$ cat config.mk
export PLATFORM = sky130hd
export DESIGN_NAME = aim_frame_filter_flat
export DESIGN_NICKNAME = d
export VERILOG_FILES = /design/src/rtl/aim_frame_filter_if.sv /design/src/rtl/aim_frame_filter.sv /design/src/flat_wrapper.sv
export SDC_FILE = /design/constraint.sdc
export NUM_CORES = 1
export LEC_CHECK = 0
export ABC_AREA = 1
export ABC_CLOCK_PERIOD_IN_PS = 3870
export CORE_MARGIN = 3
export CORE_UTILIZATION = 45
export CTS_BUF_LIST = sky130_fd_sc_hd__clkbuf_8
export CTS_CLUSTER_DIAMETER = 60
export DETAILED_ROUTE_END_ITERATION = 16
export GPL_TIMING_DRIVEN = 0
export PLACE_DENSITY_LB_ADDON = 0.05
export REMOVE_ABC_BUFFERS = 1
export SLEW_MARGIN = 20
export SYNTH_ARGS = -nofsm -noshare
export SYNTH_HDL_FRONTEND = slang
export SYNTH_SLANG_ARGS = --single-unit
$ cat constraint.sdc
create_clock -name clk -period 3.87 [get_ports clk]
set_input_delay 0.5805 -clock clk [delete_from_list [all_inputs] [get_ports clk]]
set_output_delay 0.5805 -clock clk [all_outputs]
set_load 0.01 [all_outputs]
$ cat src/rtl/aim_frame_filter_if.sv
// Signal bundle between the tracker/mode-mux side and the frame filter.
// master drives the raw tracker results, slave is the filter itself.
interface aim_frame_filter_if;
  logic       v_sync;
  logic [9:0] x_in;
  logic [9:0] y_in;
  logic       detect_in;
  logic       shoot_in;
  logic [9:0] x_out;
  logic [9:0] y_out;
  logic       detect_out;
  logic       shoot_out;
  logic       frame_valid;
  logic [1:0] state_out;

  modport master (
    output v_sync, x_in, y_in, detect_in, shoot_in,
    input  x_out, y_out, detect_out, shoot_out, frame_valid, state_out
  );

  modport slave (
    input  v_sync, x_in, y_in, detect_in, shoot_in,
    output x_out, y_out, detect_out, shoot_out, frame_valid, state_out
  );
endinterface

$ cat src/rtl/aim_frame_filter.sv
// Once-per-frame conditioner for tracker aim data: acquisition, loss coasting,
// first-order smoothing with jump snap, and shoot qualification.
module aim_frame_filter #(
  parameter int unsigned ACQ_FRAMES   = 3,
  parameter int unsigned HOLD_FRAMES  = 8,
  parameter int unsigned ALPHA_SHIFT  = 2,
  parameter logic [9:0]  JUMP_THR     = 10'd80,
  parameter int unsigned SHOOT_FRAMES = 2,
  parameter logic [9:0]  X_MAX        = 10'd639,
  parameter logic [9:0]  Y_MAX        = 10'd479
) (
  input  logic              clk,
  input  logic              reset,
  aim_frame_filter_if.slave bus
);

  typedef enum logic [1:0] {
    ST_IDLE  = 2'd0,
    ST_ACQ   = 2'd1,
    ST_TRACK = 2'd2,
    ST_COAST = 2'd3
  } state_e;

  localparam logic [9:0] X_CENTER = 10'd320;
  localparam logic [9:0] Y_CENTER = 10'd240;

  function automatic logic [9:0] clamp_axis(input logic [9:0] v, input logic [9:0] lim);
    logic [9:0] r;
    if (v > lim) begin
      r = lim;
    end else begin
      r = v;
    end
    return r;
  endfunction

  // Arithmetic shift floors toward -inf, so small negative deltas still step by -1.
  function automatic logic [9:0] smooth_axis(input logic [9:0] in_c, input logic [9:0] cur,
                                             input logic [9:0] lim);
    logic signed [10:0] delta;
    logic signed [10:0] step;
    logic        [10:0] mag;
    logic signed [11:0] sum;
    logic        [9:0]  r;
    delta = $signed({1'b0, in_c}) - $signed({1'b0, cur});
    step  = delta >>> ALPHA_SHIFT;
    mag   = delta[10] ? (11'd0 - delta) : delta;
    sum   = $signed({2'b00, cur}) + $signed({step[10], step});
    if (mag > {1'b0, JUMP_THR}) begin
      r = in_c;
    end else if (sum < 12'sd0) begin
      r = 10'd0;
    end else if (sum > $signed({2'b00, lim})) begin
      r = lim;
    end else begin
      r = sum[9:0];
    end
    return r;
  endfunction

  state_e     state_q, state_d;
  logic [7:0] acq_cnt_q, acq_cnt_d;
  logic [7:0] hold_cnt_q, hold_cnt_d;
  logic [7:0] shoot_cnt_q, shoot_cnt_d;
  logic [9:0] x_q, x_d;
  logic [9:0] y_q, y_d;
  logic       detect_q, detect_d;
  logic       shoot_q, shoot_d;
  logic       v_sync_q;
  logic       upd_q;
  logic       frame_valid_q;

  logic       tick_s;
  logic [9:0] x_clamp_s, y_clamp_s;
  logic [9:0] x_smooth_s, y_smooth_s;

  assign tick_s     = v_sync_q & ~bus.v_sync;
  assign x_clamp_s  = clamp_axis(bus.x_in, X_MAX);
  assign y_clamp_s  = clamp_axis(bus.y_in, Y_MAX);
  assign x_smooth_s = smooth_axis(x_clamp_s, x_q, X_MAX);
  assign y_smooth_s = smooth_axis(y_clamp_s, y_q, Y_MAX);

  // Per-frame state machine and output computation; everything holds between ticks.
  always_comb begin
    state_d     = state_q;
    acq_cnt_d   = acq_cnt_q;
    hold_cnt_d  = hold_cnt_q;
    shoot_cnt_d = shoot_cnt_q;
    x_d         = x_q;
    y_d         = y_q;
    detect_d    = detect_q;
    shoot_d     = shoot_q;
    if (tick_s) begin
      shoot_cnt_d = 8'd0;
      case (state_q)
        ST_IDLE: begin
          hold_cnt_d = 8'd0;
          if (bus.detect_in) begin
            if (ACQ_FRAMES <= 1) begin
              state_d   = ST_TRACK;
              acq_cnt_d = 8'd0;
              x_d       = x_clamp_s;
              y_d       = y_clamp_s;
            end else begin
              state_d   = ST_ACQ;
              acq_cnt_d = 8'd1;
            end
          end else begin
            acq_cnt_d = 8'd0;
          end
        end
        ST_ACQ: begin
          if (bus.detect_in) begin
            if ((acq_cnt_q + 8'd1) == 8'(ACQ_FRAMES)) begin
              state_d   = ST_TRACK;
              acq_cnt_d = 8'd0;
              x_d       = x_clamp_s;
              y_d       = y_clamp_s;
            end else begin
              acq_cnt_d = acq_cnt_q + 8'd1;
            end
          end else begin
            state_d   = ST_IDLE;
            acq_cnt_d = 8'd0;
          end
        end
        ST_TRACK: begin
          if (bus.detect_in) begin
            x_d = x_smooth_s;
            y_d = y_smooth_s;
            if (bus.shoot_in) begin
              if (shoot_cnt_q < 8'(SHOOT_FRAMES)) begin
                shoot_cnt_d = shoot_cnt_q + 8'd1;
              end else begin
                shoot_cnt_d = shoot_cnt_q;
              end
            end else begin
              shoot_cnt_d = 8'd0;
            end
          end else if (HOLD_FRAMES <= 1) begin
            state_d    = ST_IDLE;
            hold_cnt_d = 8'd0;
            x_d        = X_CENTER;
            y_d        = Y_CENTER;
          end else begin
            state_d    = ST_COAST;
            hold_cnt_d = 8'd1;
          end
        end
        ST_COAST: begin
          if (bus.detect_in) begin
            state_d    = ST_TRACK;
            hold_cnt_d = 8'd0;
            x_d        = x_smooth_s;
            y_d        = y_smooth_s;
          end else if ((hold_cnt_q + 8'd1) == 8'(HOLD_FRAMES)) begin
            state_d    = ST_IDLE;
            hold_cnt_d = 8'd0;
            x_d        = X_CENTER;
            y_d        = Y_CENTER;
          end else begin
            hold_cnt_d = hold_cnt_q + 8'd1;
          end
        end
        default: begin
          state_d    = ST_IDLE;
          acq_cnt_d  = 8'd0;
          hold_cnt_d = 8'd0;
          x_d        = X_CENTER;
          y_d        = Y_CENTER;
        end
      endcase
      detect_d = (state_d == ST_TRACK) || (state_d == ST_COAST);
      shoot_d  = (state_d == ST_TRACK) && (shoot_cnt_d == 8'(SHOOT_FRAMES));
    end else begin
      state_d = state_q;
    end
  end

  // State, counters and registered outputs.
  always_ff @(posedge clk) begin
    if (reset) begin
      state_q       <= ST_IDLE;
      acq_cnt_q     <= 8'd0;
      hold_cnt_q    <= 8'd0;
      shoot_cnt_q   <= 8'd0;
      x_q           <= X_CENTER;
      y_q           <= Y_CENTER;
      detect_q      <= 1'b0;
      shoot_q       <= 1'b0;
      v_sync_q      <= 1'b1;
      upd_q         <= 1'b0;
      frame_valid_q <= 1'b0;
    end else begin
      state_q       <= state_d;
      acq_cnt_q     <= acq_cnt_d;
      hold_cnt_q    <= hold_cnt_d;
      shoot_cnt_q   <= shoot_cnt_d;
      x_q           <= x_d;
      y_q           <= y_d;
      detect_q      <= detect_d;
      shoot_q       <= shoot_d;
      v_sync_q      <= bus.v_sync;
      upd_q         <= tick_s;
      frame_valid_q <= upd_q;
    end
  end

  assign bus.x_out       = x_q;
  assign bus.y_out       = y_q;
  assign bus.detect_out  = detect_q;
  assign bus.shoot_out   = shoot_q;
  assign bus.frame_valid = frame_valid_q;
  assign bus.state_out   = state_q;

endmodule
$ cat src/flat_wrapper.sv
// flat-port wrapper written by rule: the top's interface ports become plain ports
module aim_frame_filter_flat 
#(
  parameter int unsigned ACQ_FRAMES   = 3,
  parameter int unsigned HOLD_FRAMES  = 8,
  parameter int unsigned ALPHA_SHIFT  = 2,
  parameter logic [9:0]  JUMP_THR     = 10'd80,
  parameter int unsigned SHOOT_FRAMES = 2,
  parameter logic [9:0]  X_MAX        = 10'd639,
  parameter logic [9:0]  Y_MAX        = 10'd479
)
  (clk, reset, bus_v_sync, bus_x_in, bus_y_in, bus_detect_in, bus_shoot_in, bus_x_out, bus_y_out, bus_detect_out, bus_shoot_out, bus_frame_valid, bus_state_out);
  aim_frame_filter_if bus_i ();
  input  logic clk;
  input  logic reset;
  input wire logic [$bits(bus_i.v_sync)-1:0] bus_v_sync;
  input wire logic [$bits(bus_i.x_in)-1:0] bus_x_in;
  input wire logic [$bits(bus_i.y_in)-1:0] bus_y_in;
  input wire logic [$bits(bus_i.detect_in)-1:0] bus_detect_in;
  input wire logic [$bits(bus_i.shoot_in)-1:0] bus_shoot_in;
  output wire logic [$bits(bus_i.x_out)-1:0] bus_x_out;
  output wire logic [$bits(bus_i.y_out)-1:0] bus_y_out;
  output wire logic [$bits(bus_i.detect_out)-1:0] bus_detect_out;
  output wire logic [$bits(bus_i.shoot_out)-1:0] bus_shoot_out;
  output wire logic [$bits(bus_i.frame_valid)-1:0] bus_frame_valid;
  output wire logic [$bits(bus_i.state_out)-1:0] bus_state_out;
  assign bus_i.v_sync = bus_v_sync;
  assign bus_i.x_in = bus_x_in;
  assign bus_i.y_in = bus_y_in;
  assign bus_i.detect_in = bus_detect_in;
  assign bus_i.shoot_in = bus_shoot_in;
  assign bus_x_out = bus_i.x_out;
  assign bus_y_out = bus_i.y_out;
  assign bus_detect_out = bus_i.detect_out;
  assign bus_shoot_out = bus_i.shoot_out;
  assign bus_frame_valid = bus_i.frame_valid;
  assign bus_state_out = bus_i.state_out;
  aim_frame_filter #(.ACQ_FRAMES(ACQ_FRAMES), .HOLD_FRAMES(HOLD_FRAMES), .ALPHA_SHIFT(ALPHA_SHIFT), .JUMP_THR(JUMP_THR), .SHOOT_FRAMES(SHOOT_FRAMES), .X_MAX(X_MAX), .Y_MAX(Y_MAX)) u_core (.clk(clk), .reset(reset), .bus(bus_i));
endmodule
==> results.sh, run 1 <==
export IMPL_final_nets=1287
export IMPL_r2r_slack_ps=380
export IMPL_synth_edff_count=0
export IMPL_slowest_delay_ps=330
export IMPL_syn_area_um2=6402
export IMPL_worst_slack_ps=-25.27
export IMPL_syn_inst=1122
export IMPL_worstSkewPairLatency_ps=360
export IMPL_die_area_um2=15700
export IMPL_die_y_um=125.3
export IMPL_synthTopCellsByArea="nand2_1 (21%), dfxtp_1 (16%), inv_1 (11%), ha_1 (9.4%), nand3_1 (7.8%)"
export IMPL_syn2layout_area_growth_pct=32.28
export IMPL_cts_buffer_depth=2
export IMPL_skew_ps=30.27
export IMPL_io_buffers=49
export IMPL_p_leak_uw=0.003942
export IMPL_fp_dieW_um=125.3
export IMPL_drc_errors=0
export IMPL_grt_start_max_net_pins=37
export IMPL_synth_distinct_cells=45
export IMPL_io_pins=50
export IMPL_worst_pin_slew_ps=947.5
export IMPL_initial_core_util=0.4722
export IMPL_drtAntennaViolNets=0
export IMPL_max_slew_margin_rel=0.3675
export IMPL_cts_tree="yes"
export IMPL_diodes=0
export IMPL_synth_warnings=0
export IMPL_fin_crit_sh=1.007
export IMPL_required_ps=4150
export IMPL_ys_seq_area_frac=0.1595
export IMPL_cts_buffers=5
export IMPL_rows=42
export IMPL_ir_drop_v=0.0001919
export IMPL_drv_slew=0
export IMPL_layout_drive_gt1_share=0.2535
export IMPL_routed_via_density=5.183
export IMPL_grt_usage=0.2418
export IMPL_max_freq_mhz=256.7
export IMPL_dr_pass1_iters=7
export IMPL_grtUsageMet3=0.03966
export IMPL_antenna_found_initial=0
export IMPL_synthTopCellsByCount="nand2_1 (363), inv_1 (180), nor2_1 (103)"
export IMPL_async_reset_ff_frac=0
export IMPL_dp_hpwl_um=14320
export IMPL_globalplace_congestion=0.8789
export IMPL_synth_area_leader_cell="nand2_1"
export IMPL_grt_pass1_wl_um=31590
export IMPL_grt_pass1_vias=6342
export IMPL_hold_buffers=0
export IMPL_wl_per_cell_um=14.42
export IMPL_hold_viol=0
export IMPL_start_kind="primary input"
export IMPL_powerDensity_nw_per_um2=205.3
export IMPL_htreeDepth=2
export IMPL_avgSynthCellArea_um2=5.706
export IMPL_grt_overflow=0
export IMPL_synth_top_area_share=0.2128
export IMPL_core_area_um2=13560
export IMPL_period_minus_slack_ps=3895
export IMPL_rsz0062_at_grt="yes"
export IMPL_final_setup_tns_ps=-25.27
export IMPL_crit_path_end_kind="flop"
export IMPL_vias=7189
export IMPL_cts_root_buf="clkbuf_8"
export IMPL_violations="negative setup slack"
export IMPL_use_met1=0.3518
export IMPL_cp_max_fo=8
export IMPL_crit_type="in2reg"
export IMPL_synth_most_common_cell="nand2_1"
export IMPL_cts_sinks=51
export IMPL_hold_slack_ps=406.7
export IMPL_outcome="finished with violations"
export IMPL_dominantRegCellSynth="dfxtp_1"
export IMPL_fill_cells=1295
export IMPL_clk_pin_slew_ps=110
export IMPL_routed_wl_um=20000
export IMPL_met2_usage=0.3771
export IMPL_cp_slowest_cell="ha_4"
export IMPL_cp_data_arrival_time_ps=4170
export IMPL_first_iter_violations=577
export IMPL_cap_violations=0
export IMPL_ys_ff_latch=51
export IMPL_setup_viol=1
export IMPL_busiest_layer="met2"
export IMPL_hold_class="reg2reg"
metal layers:
metal,vias to the layer above,wire (um)
met1,3240,9554
met5,-,0
li1,3727,-
met4,0,240
met2,203,9100
met3,19,1108
where the power goes:
part / internal [uW] / switching (uW) / leakage, uW
registers: 530 / 3.41 / 0.000412
clock network: 140 / 244 / 0.0000526
logic: 320 / 501 / 0.00348
total: 990 / 749 / 0.00394
layout make-up:
class / instances / area, um^2 / share of cell area
inverters: 190 / 743.2 / 0.08775
clock buffers: 5 / 68.82 / 0.008125
flip-flops and latches: 51 / 1021 / 0.1205
well taps: 176 / 220.2 / 0.02600
clock inverters: 3 / 31.28 / 0.003693
multi-input cells: 862 / 5469 / 0.6457
repair buffers: 100 / 915.9 / 0.1081
metrics by stage:
step | instance area (um^2) | total power (uW) | cells | utilization | setup slack, ps
after global placement | 6970 | 1122 | 1328 | 0.5141 | -1439
after floorplan | 6260 | 976.1 | 1103 | - | -117.0
after detailed placement | 6965 | 1123 | 1328 | 0.5138 | -1426
after CTS | 7816 | 1618 | 1363 | 0.5765 | -26.12
final | 8469 | 1739 | 1387 | 0.6247 | -25.27
after global routing | 8469 | 1835 | 1387 | 0.6247 | -255.1
worst max-delay path, delay by kind of cell:
family                     cells  cell delay [ps]
AOI/OAI and AO/OA              3              380
adders and majority gates      2              640
buffers and inverters          8              780
and+or+nand+nor               20             1760
path summary, 6_finish.rpt:
path,start,endpoint,depth (start not counted)
max,bus_y_in[7],u_core.bus.y_out[0],33
max reg2reg,u_core.bus.y_out[4],u_core.bus.y_out[0],25
min,u_core.upd_q,u_core.bus.frame_valid,2
min reg2reg,u_core.upd_q,u_core.bus.frame_valid,2
cells by family after synthesis:
kind of cell	count (synthesis)	synth area share
AO/OA/AOI/OAI	126	0.1087
XOR/XNOR	17	0.02619
adder cells (fa/ha/maj)	52	0.1063
buffers and inverters	209	0.1337
flip-flops	51	0.1595
other	1	0.0005857
AND/OR/NAND/NOR	666	0.4651
what timing repair did:
item,CTS,global route
gates cloned,0,1
gates resized for setup,136,124
pin swaps,38,70
buffers inserted,27,24
setup endpoints to repair,19,19
endpoints found under the hold margin,0,0
state kept, by name, indices dropped and copies added (netlist names):
| name | flops |
|---|---|
| u_core.bus.y_out | 10 |
| u_core.bus.x_out | 10 |
| u_core.hold_cnt_q | 8 |
| u_core.shoot_cnt_q | 8 |
| u_core.acq_cnt_q | 8 |
| u_core.bus.frame_valid | 1 |
| u_core.upd_q | 1 |
| u_core.bus.state_out | 2 |
| u_core.v_sync_q | 1 |
| u_core.bus.detect_out | 1 |
| u_core.bus.shoot_out | 1 |
cells in the final DEF, fill, tap and decap left out, types with 4 or more instances in the layout:
| cell type | count |
|---|---|
| nor3_1 | 7 |
| buf_6 | 8 |
| clkdlybuf4s50_1 | 40 |
| ha_4 | 28 |
| nor2_2 | 20 |
| nand3_2 | 24 |
| xor2_1 | 8 |
| inv_1 | 161 |
| o21bai_1 | 4 |
| nand2_1 | 318 |
| nand3b_1 | 4 |
| ha_1 | 17 |
| nand3_1 | 81 |
| a21oi_1 | 51 |
| nand2_2 | 64 |
| o21ai_0 | 23 |
| clkbuf_8 | 5 |
| buf_4 | 42 |
| a21oi_2 | 12 |
| nand3_4 | 6 |
| fa_2 | 4 |
| o21ai_1 | 10 |
| inv_2 | 23 |
| nor2_1 | 81 |
| nand4_1 | 25 |
| dfxtp_1 | 51 |
| a21oi_4 | 7 |
| xnor2_1 | 8 |
| o21ai_2 | 7 |
| nand2_4 | 12 |
| nor2_4 | 15 |
Power figures use the tool's default switching activity.
==> run 2: changes to the inputs <==
--- a/config.mk
+++ b/config.mk
@@ -7,6 +7,7 @@
 export LEC_CHECK = 0
 export ABC_AREA = 1
 export ABC_CLOCK_PERIOD_IN_PS = 3870
+export CORE_ASPECT_RATIO = 1.25
 export CORE_MARGIN = 3
 export CORE_UTILIZATION = 45
 export CTS_BUF_LIST = sky130_fd_sc_hd__clkbuf_8
==> results.sh, run 2 (synthesized netlist as in run 1, its figures left out) <==
export IMPL_die_area_um2=15700
export IMPL_io_buffers=49
export IMPL_hold_buffers=0
export IMPL_skew_ps=11.67
export IMPL_grt_overflow=0
export IMPL_path_delay_family="simple AND/OR/NAND/NOR gates"
export IMPL_start_kind="primary input"
export IMPL_hold_slack_ps=409.1
export IMPL_mostFrequentLayoutCells="nand2_1 (302), inv_1 (155), nand3_1 (78)"
export IMPL_cp_data_arrival_time_ps=4120
export IMPL_worst_pin_slew_ps=926.3
export IMPL_switching_share=0.4256
export IMPL_cp_max_fo=5
export IMPL_routed_via_density=5.181
export IMPL_rows=48
export IMPL_p_sw_uw=734.3
export IMPL_die_y_um=139.4
export IMPL_layout_drive_gt1_share=0.2833
export IMPL_cp_slowest_cell="fa_2"
export IMPL_ir_drop_v=0.0001694
export IMPL_fp_dieW_um=112.7
export IMPL_max_slew_margin_rel=0.3816
export IMPL_clk_pin_slew_ps=110
export IMPL_regArea_um2=1021
export IMPL_wl_per_cell_um=14.36
export IMPL_hold_class="reg2reg"
export IMPL_slowest_delay_ps=390
export IMPL_htreeDepth=2
export IMPL_cts_sinks=51
export IMPL_core_area_um2=13870
export IMPL_powerDensity_nw_per_um2=198.4
export IMPL_combPwrFrac=0.486
export IMPL_outcome="complete, no violations"
export IMPL_grt_start_max_net_pins=37
export IMPL_multiInputGateArea_um2=5665
export IMPL_vias=7217
export IMPL_cts_buffers=5
export IMPL_final_nets=1294
export IMPL_final_setup_tns_ps=0
export IMPL_globalplace_congestion=0.8872
export IMPL_crit_path_end_kind="flop"
export IMPL_final_common_cell="nand2_1"
export IMPL_max_freq_mhz=260.6
export IMPL_p_leak_uw=0.003988
export IMPL_cp_common_cell="nand2_2"
export IMPL_grt_pass1_vias=6789
export IMPL_p_int_uw=990.9
export IMPL_drv_slew=0
export IMPL_io_pins=50
export IMPL_rsz0062_at_grt="yes"
export IMPL_grt_usage=0.2472
export IMPL_initial_core_util=0.4615
export IMPL_crit_type="in2reg"
export IMPL_worstSkewPairLatency_ps=330
export IMPL_syn2layout_area_growth_pct=35.84
export IMPL_setup_viol=0
export IMPL_fill_cells=1341
export IMPL_dp_hpwl_um=14310
export IMPL_cts_tree="yes"
export IMPL_seq_power_share=0.309
export IMPL_p_clk_frac=0.205
export IMPL_dr_pass1_iters=6
export IMPL_hold_viol=0
export IMPL_first_iter_violations=278
export IMPL_cts_root_buf="clkbuf_8"
export IMPL_required_ps=4160
export IMPL_diodes=0
export IMPL_grt_pass1_wl_um=31980
export IMPL_drtAntennaViolNets=0
export IMPL_period_minus_slack_ps=3838
export IMPL_total_power_uw=1725
export IMPL_fin_crit_sh=0.9917
export IMPL_antenna_found_initial=0
export IMPL_drc_errors=0
export IMPL_routed_wl_um=20000
export IMPL_cts_buffer_depth=2
export IMPL_cap_violations=0
export IMPL_critPathBufInv=6
run 2: changes by cell type in the layout (fill, tap and decap cells not counted), sizes merged:
| cell | previous run | this run |
|---|---|---|
| buf | 54 | 59 |
| dlymetal6s2s | 2 | 0 |
| clkdlybuf4s15 | 0 | 1 |
| clkinv | 3 | 4 |
| clkinvlp | 0 | 1 |
| dlygate4sd2 | 0 | 1 |
| inv | 190 | 189 |
| xor2 | 9 | 10 |
run 2: final timing paths:
check,depth (start not counted),startpoint,slack [ps],end
max,31,bus_y_in[7],30,u_core.bus.y_out[5]
min,2,u_core.upd_q,410,u_core.bus.frame_valid
max reg2reg,24,u_core.bus.y_out[5],350,u_core.bus.y_out[5]
min reg2reg,2,u_core.upd_q,410,u_core.bus.frame_valid
run 2: through the flow:
stage / std cells / cell area [um^2] / util / setup slack (ps)
after floorplan: 1103 / 6260 / - / -117.0
after global placement: 1327 / 6969 / 0.5023 / -1542
after detailed placement: 1327 / 6964 / 0.5020 / -1546
after CTS: 1379 / 8137 / 0.5865 / 4.878
after global routing: 1393 / 8697 / 0.6269 / -174.5
final: 1393 / 8697 / 0.6269 / 32.17
run 2: repair_timing:
item                                    CTS  global route
pin swaps                                65            88
cloned                                    2             0
gates resized for setup                 194           126
endpoints found under the setup margin   19            19
setup buffers                            42            18
run 2: area by class of cell:
class                   count  share of cell area
repair inverters            1            0.001007
inverters                 190             0.08661
multi-input cells         863              0.6514
clock inverters             3            0.003165
repair buffers            105              0.1073
well taps                 175             0.02518
clock buffers               5            0.007913
flip-flops and latches     51              0.1174
run 2: routing by layer:
layer | track usage | wire (um)
met1 | 0.2803 | 8172
met2 | 0.4629 | 10470
met3 | 0.03001 | 604
met4 | 0.09620 | 753
met5 | 0 | 0
run 2: tightest hold or removal path, cell delays in order (launching register included):
cell and delay, ps:
dfxtp_1 310, inv_1 40, nor2_1 30
run 2: power groups by stage:
stage	sequential, uW	combinational [uW]	clock (uW)
2_1_floorplan	545	432	0
3_3_place_gp	545	577	0
3_5_place_dp	545	579	0
4_1_cts	533	734	369
5_1_grt	534	921	389
6_report	533	838	354
